<file path="src/rtl/fp_issue_ctrl.sv">
// Single-outstanding FP issue controller: accepts one decoded FP op, runs the FPU
// handshakes, writes back the result one cycle after it arrives, and aborts on flush or watchdog.
module fp_issue_ctrl #(
   parameter int unsigned TIMEOUT_CYCLES = 64
) (
   input  logic        clk_i,
   input  logic        rst_i,
   input  logic        dec_valid_i,
   input  logic [4:0]  dec_rd_i,
   input  logic        dec_regwrite_i,
   output logic        dec_ready_o,
   output logic        stall_o,
   output logic        fpu_in_valid_o,
   input  logic        fpu_in_ready_i,
   input  logic        fpu_out_valid_i,
   output logic        fpu_out_ready_o,
   input  logic [31:0] fpu_result_i,
   input  logic [4:0]  fpu_status_i,
   input  logic        flush_i,
   output logic        fpu_flush_o,
   output logic        wb_we_o,
   output logic [4:0]  wb_addr_o,
   output logic [31:0] wb_data_o,
   output logic [4:0]  fflags_o,
   input  logic        fflags_clr_i,
   output logic        busy_o,
   output logic        timeout_o
);

   typedef enum logic [1:0] {S_IDLE, S_ISSUE, S_WAIT, S_WB} state_e;

   localparam logic [9:0] CNT_LAST = 10'(TIMEOUT_CYCLES - 1);

   state_e      state_q, state_d;
   logic [9:0]  cnt_q, cnt_d;
   logic [4:0]  rd_q, rd_d;
   logic        rw_q, rw_d;
   logic [31:0] res_q, res_d;
   logic [4:0]  st_q, st_d;
   logic [4:0]  fflags_q, fflags_d;
   logic        flush_act;
   logic        to_act;
   logic        run;

   always_comb begin
      state_d   = state_q;
      cnt_d     = cnt_q;
      rd_d      = rd_q;
      rw_d      = rw_q;
      res_d     = res_q;
      st_d      = st_q;
      flush_act = 1'b0;
      to_act    = 1'b0;
      case (state_q)
         S_IDLE: begin
            if (dec_valid_i && !flush_i) begin
               rd_d    = dec_rd_i;
               rw_d    = dec_regwrite_i;
               state_d = S_ISSUE;
            end
         end
         S_ISSUE: begin
            if (flush_i) begin
               flush_act = 1'b1;
               state_d   = S_IDLE;
            end else if (fpu_in_ready_i) begin
               cnt_d   = '0;
               state_d = S_WAIT;
            end
         end
         S_WAIT: begin
            // flush beats a same-cycle result, and a result beats the watchdog
            if (flush_i) begin
               flush_act = 1'b1;
               state_d   = S_IDLE;
            end else if (fpu_out_valid_i) begin
               res_d   = fpu_result_i;
               st_d    = fpu_status_i;
               state_d = S_WB;
            end else if (cnt_q == CNT_LAST) begin
               to_act  = 1'b1;
               state_d = S_IDLE;
            end else begin
               cnt_d = cnt_q + 10'd1;
            end
         end
         default: begin
            state_d = S_IDLE;
         end
      endcase
      fflags_d = (fflags_clr_i ? 5'd0 : fflags_q) | ((state_q == S_WB) ? st_q : 5'd0);
   end

   always_ff @(posedge clk_i) begin
      if (rst_i) begin
         state_q  <= S_IDLE;
         cnt_q    <= '0;
         rd_q     <= '0;
         rw_q     <= 1'b0;
         res_q    <= '0;
         st_q     <= '0;
         fflags_q <= '0;
      end else begin
         state_q  <= state_d;
         cnt_q    <= cnt_d;
         rd_q     <= rd_d;
         rw_q     <= rw_d;
         res_q    <= res_d;
         st_q     <= st_d;
         fflags_q <= fflags_d;
      end
   end

   // every output is forced low while reset is held, including the first reset cycle
   assign run             = !rst_i;
   assign dec_ready_o     = run && (state_q == S_IDLE) && !flush_i;
   assign stall_o         = run && dec_valid_i && !dec_ready_o;
   assign busy_o          = run && (state_q != S_IDLE);
   assign fpu_in_valid_o  = run && (state_q == S_ISSUE);
   assign fpu_out_ready_o = run && (state_q == S_WAIT);
   assign fpu_flush_o     = run && (flush_act || to_act);
   assign timeout_o       = run && to_act;
   assign wb_we_o         = run && (state_q == S_WB) && rw_q;
   assign wb_addr_o       = wb_we_o ? rd_q : 5'd0;
   assign wb_data_o       = wb_we_o ? res_q : 32'd0;
   assign fflags_o        = run ? fflags_q : 5'd0;

endmodule

</file>
<file path="config.mk">
export PLATFORM = sky130hd
export DESIGN_NAME = fp_issue_ctrl
export DESIGN_NICKNAME = d
export VERILOG_FILES = /design/src/rtl/fp_issue_ctrl.sv
export SDC_FILE = /design/constraint.sdc
export NUM_CORES = 1
export LEC_CHECK = 0
export CAP_MARGIN = 20
export CORE_MARGIN = 1
export CORE_UTILIZATION = 45
export CTS_CLUSTER_DIAMETER = 150
export CTS_CLUSTER_SIZE = 40
export DETAILED_ROUTE_END_ITERATION = 12
export PLACE_DENSITY = 0.85
export REMOVE_ABC_BUFFERS = 1
export SLEW_MARGIN = 15
export SYNTH_ARGS = -nofsm -noshare
export SYNTH_HDL_FRONTEND = slang
export SYNTH_SLANG_ARGS = --single-unit
</file>
<file path="constraint.sdc">
create_clock -name clk_i -period 2.4 [get_ports clk_i]
set_input_delay 0.48 -clock clk_i [delete_from_list [all_inputs] [get_ports clk_i]]
set_output_delay 0.48 -clock clk_i [all_outputs]
set_load 0.01 [all_outputs]
</file>
==> load_flow_metrics.sql, run 1 <==
INSERT INTO impl_metrics (metric_group, metric, value, unit) VALUES
('power', 'leakage_power', '1.89', 'nW'),
('floorplan', 'die_x', '80.8', 'µm'),
('global_route', 'grt_pass1_vias', '2567', ''),
('setup_path', 'worst-endpoint-arrival', '1.79', 'ns'),
('setup_path', 'path_class', 'flop to output pin', ''),
('timing', 'slew_viol_final', '0', ''),
('timing', 'rsz0062_at_grt', 'no', ''),
('floorplan', 'rows', '28', ''),
('cts', 'clock_tree.buffer_depth', '2', ''),
('final_layout', 'nFillCells', '457', ''),
('yosys', 'yosysSeqAreaShare', '43.0', '%'),
('yosys', 'synth_top_area_share', '43.0', '%'),
('timing', 'max_slew_margin', '66.2', '%'),
('global_route', 'globalRoute.totalOverflow', '0', ''),
('route', 'drc_errors', '0', ''),
('timing', 'finalClockSkew', '0.00380', 'ns'),
('global_route', 'wire_length_of_the_first_global_routing_pass', '11500', 'µm'),
('min_path', 'worst_hold_path_type', 'flop to flop', ''),
('cts', 'cts-buffers-inserted', '9', ''),
('timing', 'tightest_slew', '0.503', 'ns'),
('route', 'avgRoutedWirePerCell', '13.8', 'µm'),
('timing', 'fin_crit_sh', '94.5', '%'),
('timing', 'finalSetupTns', '0', 'ns'),
('final_layout', 'area.growth.synth_to_final', '51.4', '%'),
('yosys', 'ys_seq_elements', '60', ''),
('final_layout', 'final_cell_mix', 'nand2_1 (89), dfxtp_1 (57), clkdlybuf4s50_1 (56), a21oi_1 (54), and2_1 (39)', ''),
('final_layout', 'antenna_cells', '0', ''),
('yosys', 'synth_warnings', '0', ''),
('floorplan', 'fp.dieH', '80.8', 'µm'),
('final_layout', 'fin_nets', '522', ''),
('yosys', 'synth_area_leaders', 'dfxtp_1 (43%), nand2_1 (12%), a21oi_1 (9.7%), and2_1 (8.7%), ha_1 (2.7%)', ''),
('yosys', 'synth_edf_count', '0', ''),
('cts', 'postCtsSetupRepairBufs', '0', ''),
('placed_design', 'gp_congestion', '0.881', ''),
('power', 'power_per_cell_area', '558', 'nW/µm²'),
('power', 'vdd_drop_max', '0.419', 'mV'),
('cts', 'cts_root_buf', 'clkbuf_8', ''),
('route', 'route.antenna.remaining_nets', '0', ''),
('route', 'dr_total_vias', '2883', ''),
('cts', 'clock_tree.htree_level_count', '3', ''),
('setup_path', 'critPathCaptureType', 'output pin', ''),
('route', 'vias_per_cell', '5.28', ''),
('setup_path', 'required_time_worst_endpoint', '1.92', 'ns'),
('global_route', 'grt_antenna_before_repair', '0', ''),
('yosys', 'syn_inst', '358', ''),
('yosys', 'synthesis.area_per_instance', '7.80', 'µm²'),
('timing', 'setup_ws', '0.131', 'ns'),
('job', 'number_of_maximum_capacitance_constraint_violations', '0', ''),
('final_layout', 'final_design_area_no_fill', '4230', 'µm²'),
('timing', 'setup_viol', '0', ''),
('yosys', 'syn-cell-area', '2790', 'µm²'),
('floorplan', 'floorplan.core_area', '5960', 'µm²'),
('floorplan', 'die_area', '6520', 'µm²'),
('route', 'detailedRoute.firstIterationViolations', '176', ''),
('setup_path', 'start_kind', 'flop', ''),
('global_route', 'grt_start_max_net_pins', '48', ''),
('timing', 'hold_ws', '0.452', 'ns'),
('placed_design', 'post-dp-hpwl', '5110', 'µm'),
('timing', 'period_needed', '2.27', 'ns'),
('placed_design', 'detailed_place.area', '3950', 'µm²'),
('route', 'dr.pass1.iters', '4', ''),
('cts', 'worst_setup_hold_path_clk_slew', '0.06', 'ns'),
('cts', 'clkSinkCount', '60', ''),
('outcome', 'outcome', 'complete, no violations', ''),
('floorplan', 'initial_core_util', '46.9', '%'),
('yosys', 'postSynth.asyncResetShare', '0', '%'),
('setup_path', 'timing.critical_path.fanout_max', '4', ''),
('yosys', 'synth.lib_cells_used.distinct', '42', ''),
('placed_design', 'buffer_ports.inserted', '99', ''),
('final_layout', 'layout_commonest_cell', 'nand2_1', ''),
('cts', 'insertion_delay_to_the_later_sink_of_the_worst_skew_pair', '0.32', 'ns'),
('yosys', 'synthFlopType', 'dfxtp_1', ''),
('yosys', 'yosysTopAreaCell', 'dfxtp_1', ''),
('final_layout', 'layout.core_utilization', '71.0', '%'),
('final_layout', 'layout-drive-gt1-share', '10.4', '%'),
('cts', 'cts_tree', 'yes', ''),
('timing', 'hold_viol', '0', ''),
('global_route', 'track_usage', '22.9', '%'),
('floorplan', 'count_of_pins_on_the_block_boundary', '100', ''),
('route', 'totalWireLength', '7540', 'µm'),
('placed_design', 'post-place-ws', '-0.114', 'ns'),
('timing', 'maxClockFrequency', '441', 'MHz');
## flip-flops by register name, indices dropped and copies added (netlist names)
name	count
cnt_q	10
res_q	32
fflags_q	5
rd_q	5
st_q	5
rw_q	1
state_q	2
## through the flow
stage / total power [W] / instances
4_1_cts: 0.00238 / 545
3_3_place_gp: 0.00131 / 529
5_1_grt: 0.00246 / 546
2_1_floorplan: 0.00114 / 335
6_report: 0.00236 / 546
3_5_place_dp: 0.00131 / 529
## power breakdown
part / total (W) / switching (W) / internal, W / leakage [nW]
Clock: 0.00107 / 0.000380 / 0.000687 / 0.117
Combinational: 0.000266 / 0.000123 / 0.000144 / 1.29
Sequential: 0.00103 / 0.0000120 / 0.00101 / 0.486
## timing repair
action / in CTS / in global routing
gates resized for setup: 33 / 19
gates cloned: 0 / 1
hold buffers: 0 / 0
setup endpoints to repair: 42 / 16
## logic make-up after synthesis
logic type	after synthesis	share of synthesized area (%)
AOI/OAI and AO/OA	82	17.2
buffers and inverters	29	4.61
adders and majority gates	6	2.69
and+or+nand+nor	181	32.5
DFF	60	43.0
## worst paths after layout
| kind | startpoint | end | slack, ns | cells past startpoint |
|---|---|---|---|---|
| worst min-delay path | rd_q[1] | rd_q[1] | 0.45 | 2 |
| worst max-delay path | cnt_q[9] | timeout_o | 0.13 | 5 |
| worst min register to register | rd_q[1] | rd_q[1] | 0.45 | 2 |
| worst max register to register | cnt_q[9] | cnt_q[4] | 0.31 | 5 |
## cell type report
type	count	area (µm²)	area share, %
Multi-Input combinational cell	269	1480	35.0
Sequential cell	60	1210	28.6
Timing Repair Buffer	120	1190	28.3
Clock buffer	11	131	3.11
Clock inverter	5	100	2.37
Tap cell	75	93.8	2.22
Inverter	6	22.5	0.533
## cell usage after synthesis (5+ instances only)
master,instances
o21ai_0,5
clkbuf_1,17
dfxtp_1,60
a21oi_1,54
inv_1,6
nand2_1,89
a22oi_1,5
nand3_1,12
nor2_1,11
nor2b_1,7
and2_1,39
ha_1,6
## per-layer routing
metal | GRT usage, % | vias up | share of wire (%)
met1 | 26.8 | 1324 | 42
met3 | 7.08 | 10 | 8.8
li1 | - | 1431 | -
met2 | 39.9 | 118 | 48
met4 | 6.96 | 0 | 1.2
met5 | 0 | - | 0
## critical path, stage by stage (launching register included)
cell           delay, ns
dfxtp_1             0.33
or4_4               0.55
nor3_2              0.11
nand2_1             0.10
nor2_1              0.10
dlygate4sd2_1       0.27
(Power assumes the default switching activity.)
==> run 2: changes to the inputs <==
- CAP_MARGIN: 20 -> 10
- SLEW_MARGIN: 15 -> 25
==> results of run 2 <==
Same layout as run 1: the final DEF is identical, and so are final timing and power.
